**src/rtl/fmul_pkg.sv**
```systemverilog
// Shared definitions for the float-multiply sharing stage: FP width, constants
// and the pipeline slot carried alongside each product.
package fmul_pkg;

  localparam int FP_W     = 32;
  localparam int ID_W_MAX = 4;   // wide enough for up to 16 requesters

  localparam logic [FP_W-1:0] FP_ZERO = 32'h0000_0000;
  localparam logic [FP_W-1:0] FP_ONE  = 32'h3F80_0000;

  typedef struct packed {
    logic                valid;
    logic [ID_W_MAX-1:0] id;
    logic [FP_W-1:0]     data;
  } slot_t;

endpackage

```
**src/rtl/FloatMult.sv**
```systemverilog
// Combinational IEEE-754 single multiply: round-to-nearest-even, subnormal
// inputs and results flush to signed zero, overflow and inf/nan inputs give signed inf.
module FloatMult
  import fmul_pkg::*;
(
  input  logic [FP_W-1:0] a,
  input  logic [FP_W-1:0] b,
  output logic [FP_W-1:0] p
);

  logic        sign;
  logic [47:0] mprod;
  logic [22:0] mant;
  logic [23:0] mant_r;
  logic        guard;
  logic        sticky;
  logic        round_up;
  int          e_sum;

  // NOTE: every variable gets a default at the top of always_comb so no path
  // leaves it unassigned, which would otherwise infer a latch.
  always_comb begin
    sign     = a[31] ^ b[31];
    mprod    = 48'({1'b1, a[22:0]}) * 48'({1'b1, b[22:0]});
    e_sum    = int'(a[30:23]) + int'(b[30:23]) - 127;
    mant     = mprod[45:23];
    guard    = mprod[22];
    sticky   = |mprod[21:0];
    if (mprod[47]) begin
      mant   = mprod[46:24];
      guard  = mprod[23];
      sticky = |mprod[22:0];
      e_sum  = e_sum + 1;
    end
    round_up = guard & (sticky | mant[0]);
    mant_r   = {1'b0, mant} + {23'd0, round_up};
    if (mant_r[23]) e_sum = e_sum + 1;

    if (a[30:23] == 8'd0 || b[30:23] == 8'd0)
      p = {sign, 31'd0};
    else if (a[30:23] == 8'hFF || b[30:23] == 8'hFF || e_sum >= 255)
      p = {sign, 8'hFF, 23'd0};
    else if (e_sum <= 0)
      p = {sign, 31'd0};
    else
      p = {sign, e_sum[7:0], mant_r[22:0]};
  end

endmodule

```
**src/rtl/fmul_rr_arbiter_rr.sv**
```systemverilog
// Round-robin arbiter: one-hot grant to the first requester at or after ptr.
// Reusable by any stage that shares one resource among N requesters.
module rr_arbiter #(
  parameter int N  = 4,
  parameter int PW = $clog2(N)
) (
  input  logic [N-1:0]  req,
  input  logic          advance,
  input  logic [PW-1:0] ptr,
  output logic [N-1:0]  grant,
  output logic [PW-1:0] grant_id
);

  logic found;
  int   idx;

  // NOTE: blocking assignments here are intentional: 'found' must be visible
  // to later loop iterations within the same evaluation.
  always_comb begin
    grant    = '0;
    grant_id = '0;
    found    = 1'b0;
    idx      = 0;
    if (advance) begin
      for (int k = 0; k < N; k++) begin
        idx = (int'(ptr) + k) % N;
        if (!found && req[idx]) begin
          found      = 1'b1;
          grant[idx] = 1'b1;
          grant_id   = PW'(idx);
        end
      end
    end
  end

endmodule

```
**src/rtl/fmul_rr_arbiter.sv**
```systemverilog
// Shares one FloatMult among N_REQ requesters with round-robin issue and a
// PIPE_STAGES-deep result pipeline that stalls as a whole on backpressure.
module fmul_rr_arbiter
  import fmul_pkg::*;
#(
  parameter int N_REQ       = 4,
  parameter int ID_W        = 2,
  parameter int PIPE_STAGES = 2
) (
  input  logic                  clk,
  input  logic                  rst_n,
  input  logic [N_REQ-1:0]      req_valid,
  output logic [N_REQ-1:0]      req_ready,
  input  logic [FP_W*N_REQ-1:0] req_a,
  input  logic [FP_W*N_REQ-1:0] req_b,
  output logic                  res_valid,
  input  logic                  res_ready,
  output logic [ID_W-1:0]       res_id,
  output logic [FP_W-1:0]       res_data
);

  slot_t           pipe [PIPE_STAGES];
  logic [ID_W-1:0] ptr;
  logic [ID_W-1:0] grant_id;
  logic            advance;
  logic            issue;
  logic [FP_W-1:0] op_a;
  logic [FP_W-1:0] op_b;
  logic [FP_W-1:0] prod;

  assign advance = !res_valid || res_ready;
  assign issue   = |req_ready;

  // Gating with rst_n keeps req_ready low for the whole reset cycle.
  rr_arbiter #(.N(N_REQ), .PW(ID_W)) u_arb (
    .req      (req_valid),
    .advance  (advance && rst_n),
    .ptr      (ptr),
    .grant    (req_ready),
    .grant_id (grant_id)
  );

  always_comb begin
    op_a = FP_ZERO;
    op_b = FP_ZERO;
    for (int i = 0; i < N_REQ; i++) begin
      if (req_ready[i]) begin
        op_a = req_a[FP_W*i +: FP_W];
        op_b = req_b[FP_W*i +: FP_W];
      end
    end
  end

  FloatMult u_fmul (
    .a (op_a),
    .b (op_b),
    .p (prod)
  );

  // NOTE: the pipeline is only a few slots wide, so every slot is reset; this
  // also guarantees in-flight products are dropped and res_data reads zero.
  always_ff @(posedge clk) begin
    if (!rst_n) begin
      ptr <= '0;
      for (int s = 0; s < PIPE_STAGES; s++) pipe[s] <= '0;
    end else if (advance) begin
      pipe[0].valid <= issue;
      pipe[0].id    <= ID_W_MAX'(grant_id);
      pipe[0].data  <= issue ? prod : FP_ZERO;
      for (int s = 1; s < PIPE_STAGES; s++) pipe[s] <= pipe[s-1];
      if (issue)
        ptr <= (grant_id == ID_W'(N_REQ-1)) ? '0 : grant_id + 1'b1;
    end
  end

  assign res_valid = pipe[PIPE_STAGES-1].valid;
  assign res_id    = pipe[PIPE_STAGES-1].id[ID_W-1:0];
  assign res_data  = pipe[PIPE_STAGES-1].data;

endmodule

```
**config.mk**
```make
export PLATFORM = sky130hd
export DESIGN_NAME = fmul_rr_arbiter
export DESIGN_NICKNAME = d
export VERILOG_FILES = /design/src/rtl/fmul_pkg.sv /design/src/rtl/FloatMult.sv /design/src/rtl/fmul_rr_arbiter_rr.sv /design/src/rtl/fmul_rr_arbiter.sv
export SDC_FILE = /design/constraint.sdc
export NUM_CORES = 2
export LEC_CHECK = 0
export ABC_AREA = 1
export BUFFER_PORTS_ARGS = -buffer_cell sky130_fd_sc_hd__buf_2
export CAP_MARGIN = 15
export CORE_MARGIN = 3
export CORE_UTILIZATION = 38
export DETAILED_ROUTE_END_ITERATION = 8
export SLEW_MARGIN = 20
export SYNTH_ARGS = -nofsm -noshare
export SYNTH_HDL_FRONTEND = slang
export SYNTH_HIERARCHICAL = 1
export SYNTH_SLANG_ARGS = --single-unit
```
**constraint.sdc**
```tcl
create_clock -name clk -period 10.71 [get_ports clk]
set_input_delay 0 -clock clk [delete_from_list [all_inputs] [get_ports clk]]
set_output_delay 0 -clock clk [all_outputs]
set_load 0.02 [all_outputs]
```
# Word-level counts from Yosys, hierarchy flattened
# Memories as Yosys holds them, arrays and structs flattened.
# Cells that the tools add are included.
# op_classes
add_sub_neg	9
multipliers	1
n_div	0
order_cmp	10
n_eq_ne	3
shift	0
muxes	64
n_bitwise	13
reduce_logical	25
# ops
op	n
$mux 32	12
$mux 31	3
$add 32x2->32 const B	2
$mul 24x24->48	1
$mux 37	1
$mux 4	9
$ge 32x9->1 const B	1
$le 32x1->1 const B	1
$sub 32x8->32 const B	1
$add 23x1->24	1
$mux 1	24
$mux 23	1
$reduce_or 23->1	1
$reduce_or 22->1	1
$eq 8x8->1 const B	2
$logic_not 8->1	2
$lt 3x4->1 const B	3
$mux 2	6
$or 4x4->4	3
$add 8x8->9	1
$ge 3x1->1 const B	3
$bmux 1 s2	4
$demux 1 s2	4
$logic_and 1x1->1	8
14 further kinds	30
# totals
register_bits	2
latchBits	0
ram_bits	74
rom_bits	0
in_bits	263
output_inout_bits	39
wordCells	127
memories	1
# mem_list
memory	depth	width	rd	rd_ports_with_merged_regs	wr	line_no	rtl
pipe	2	37	2	0	2	fmul_rr_arbiter.sv:22	slot_t pipe [PIPE_STAGES];

# Depth between registers and ports, before layout
# depth
word_depth	34
depth_mapped	70
mapped_depth_nobuf	65

# By module
# Netlist, hierarchy kept.
# modules_own_cells
module	n_inst	cells_each	area_per_inst_um2
FloatMult	1	3558	24155.7
fmul_rr_arbiter	1	834	5759.3
rr_arbiter	1	89	553.0

# Least setup slack after synthesis
# Ideal clock, no wire load.
# synth_path
kind	reg-to-reg
start	reg ptr[0]
end	mem pipe[0][7] in the netlist's numbering (data pin)
arrival_ps	10456
slack_ps	4
stages_incl_launch_ff	65
n_path_buf	6
synth_period_minus_slack_ps	10706
cell_sequence	dfxtp_1 inv_2 ha_1 inv_1 nand3_1 nand2_1 nor2_2 a21oi_1 nand3_1 nand2_1 inv_1 buf_4 buf_4 nand3_1 nand2_1 nand2_1 nand2_1 clkbuf_1 [29 not listed] nand2_2 nand3_1 inv_1 nand2_1 or4_1 ha_1 nand2_1 nor3_1 nand2_1 nand2_1 nand3_1 nor2_1 nand3_1 nand4_4 buf_6 nor2_4 inv_1 nor2_1
# synth_lines
item	line_no	rtl
start, declared	fmul_rr_arbiter.sv:23	logic [ID_W-1:0] ptr;
start signal, assigned	fmul_rr_arbiter.sv:72	ptr <= (grant_id == ID_W'(N_REQ-1)) ? '0 : grant_id + 1'b1;
end, declared	fmul_rr_arbiter.sv:22	

==> results.cfg <==
[run_status]
outcome = finished clean

[placed_design]
globalplace.congestion = 0.959
hpwl_mm = 78.8
pre_cts_ws_ns = -0.0335
port_buffers = 301

[synthesis]
yosysWarnings = 6
ys_types = 45
netlist_area_um2 = 30500
syn_inst = 4481
ys_seq_area_frac = 0.0703
synth_edf_count = 70
syn-num-nets = 5433
synth-main-ff-cell = edfxtp_1
synth_seq_cells = 72
syn_avg_cell_area_um2 = 6.80
async_reset_ff_frac = 0

[floorplanning]
dieArea_um2 = 83600
die_h_um = 289
io_pins = 302
die_w_um = 289
start_util = 0.384
core_area_um2 = 79300
fp-row-count = 103

[worst_setup_path]
worstPathArrival_ns = 10.56
slowest_stage = fa_1
start_kind = flip-flop
cpPeakStageDelay_ns = 0.58
cp_common_cell = fa_1
crit_family = adder cells
crit_cells = 61
critPathKind = flip-flop to flip-flop
crit_path_end_kind = flip-flop
worstPathRequired_ns = 10.90
path_max_fanout = 8
rr_worst_depth = 61
cp_num_buf_inv = 16

[cts]
clock_sinks = 72
h-tree-depth = 3
insertion_delay_ns = 0.34
cts-root-buf = clkbuf_16
cts_buffers = 9
cts_tree = built
cts.clk_slew.worst_paths_ns = 0.06
clk_path_buf_depth = 2

[routing]
wl_per_cell_um = 17.0
wl_mm = 100
drtIter0Drc = 2012
drtPass1Iterations = 7
postRouteAntennaNets = 0
via_count = 28300
drt-vias-per-instance = 4.80
route.detailed.drc = 0

[job]
maxCapViolations = 0

[sta]
setup_viol = 0
timing.fmax_mhz = 96.5
relSlewSlack = 0.330
worstMarginPinSlew_ns = 1.00
setup_slack_ns = 0.342
fin_crit_ns = 10.37
hold_viol_final = 0
finClkSkew_ns = 0.0128
fin_crit_sh = 0.968
maxSlewViolCount = 0

[cells_and_area]
finish.net_count = 5782
final_cell_mix = nand2_1, inv_1, fa_1
drive_gt1_frac = 0.191
syn2layout_area_growth_pct = 19.3
layout_commonest_cell = nand2_1

[global_routing]
grt_pass1_vias = 27800
grt_max_degree = 71
grt_overflow = 0
antenna_found_initial = 1
gr-usage-all-layers = 0.221
grt_pass1_wl_mm = 147

[hold_path]
holdPathStages = 6
hold_class = primary input to flip-flop
[path summary, 6_finish.rpt]
kind,start,end,slack (ns)
worst min-delay path,res_ready,ptr[0]$_SDFFE_PN0P_,0.16
worst max register to register,ptr[1]$_SDFFE_PN0P_,pipe[0][20]$_SDFFCE_PN0P_,0.34
worst min register to register,pipe[0][24]$_SDFFCE_PN0P_,pipe[0][61]$_SDFFCE_PN0P_,0.55
worst max-delay path,ptr[1]$_SDFFE_PN0P_,pipe[0][20]$_SDFFCE_PN0P_,0.34
[kinds of logic after synthesis]
kind of cell / after synthesis / share of synthesized area
adders and majority gates: 689 / 0.402
and+or+nand+nor: 2038 / 0.287
DFF: 72 / 0.0703
buffers and inverters: 1418 / 0.191
xor gates and xnor gates: 35 / 0.0101
AOI/OAI and AO/OA: 229 / 0.0400
[worst min-delay path: cells and delay by family]
family	cells	cell delay (ns)
buffers and inverters	2	0.16
and+or+nand+nor	4	0.30
[stage by stage]
step | util | hold slack (ns) | setup TNS [ns] | area [um^2] | cells
2_1_floorplan | - | 0.121 | 0 | 30500 | 4481
3_3_place_gp | 0.427 | 0.308 | 0 | 33800 | 5796
3_5_place_dp | 0.427 | 0.305 | -0.291 | 33800 | 5796
4_1_cts | 0.431 | 0.141 | 0 | 34100 | 5813
5_1_grt | 0.458 | 0.178 | -2.62 | 36300 | 5886
6_report | 0.458 | 0.159 | 0 | 36300 | 5886
[synth_stat cells (2+ instances only)]
library cell	number	area [um^2]
a21boi_0	5	37.5
inv_1	1199	4500
dfxtp_1	2	40.0
nand3b_1	5	37.5
and2_1	2	12.5
buf_4	49	368
inv_2	18	67.6
clkbuf_4	2	15.0
o21ai_0	29	145
buf_8	8	120
nand2_2	49	307
fa_1	483	9670
a21o_1	2	15.0
nor4_1	8	50.1
nor2_1	192	721
xnor2_1	12	105
nand3_2	4	40.0
nor2_4	30	338
or2_2	3	18.8
nor2_2	55	344
nand2_1	1426	5350
clkinv_1	3	11.3
xor2_1	23	201
a21oi_1	176	881
ha_1	206	2580
nand2_4	13	146
clkbuf_1	93	349
edfxtp_1	70	2100
nand4_4	2	42.5
nand3_1	201	1010
nor3_1	10	50.1
buf_6	23	259
o21a_1	3	22.5
o211ai_1	3	22.5
nand3_4	2	35.0
o21bai_1	7	52.6
nand4_1	31	194
buf_2	23	115
or4_1	3	22.5
[flip-flops by register name (all words and copies together) (netlist names)]
| signal | flops |
|---|---|
| pipe | 70 |
| ptr | 2 |
[metal layers]
| layer | part of all wire | vias up | GRT usage |
|---|---|---|---|
| li1 | - | 13600 | - |
| met1 | 0.42 | 13500 | 0.294 |
| met4 | 0.033 | 0 | 0.0486 |
| met5 | 0 | - | 0 |
| met2 | 0.48 | 979 | 0.388 |
| met3 | 0.072 | 156 | 0.0216 |
[layout make-up]
class / count / area [um^2]
Clock inverter: 7 / 62.6
Tap cell: 1050 / 1310
Timing Repair inverter: 1 / 8.76
Sequential cell: 72 / 2140
Multi-Input combinational cell: 2994 / 23500
Clock buffer: 9 / 225
Antenna cell: 1 / 2.50
Fill cell: 8066 / 42900
Inverter: 1220 / 4630
Timing Repair Buffer: 532 / 4450
[timing repair]
item / in CTS / in global routing
resized for setup: 6 / 289
cloned: 0 / 31
endpoints found under the setup margin: 28 / 31
hold buffers: 1 / 0
pin swaps: 0 / 106
setup buffers: 0 / 42
hold endpoints to repair: 2 / 0
Power is not shown: default switching activity piles up to over one toggle a cycle in this logic, so the estimate is an artifact.
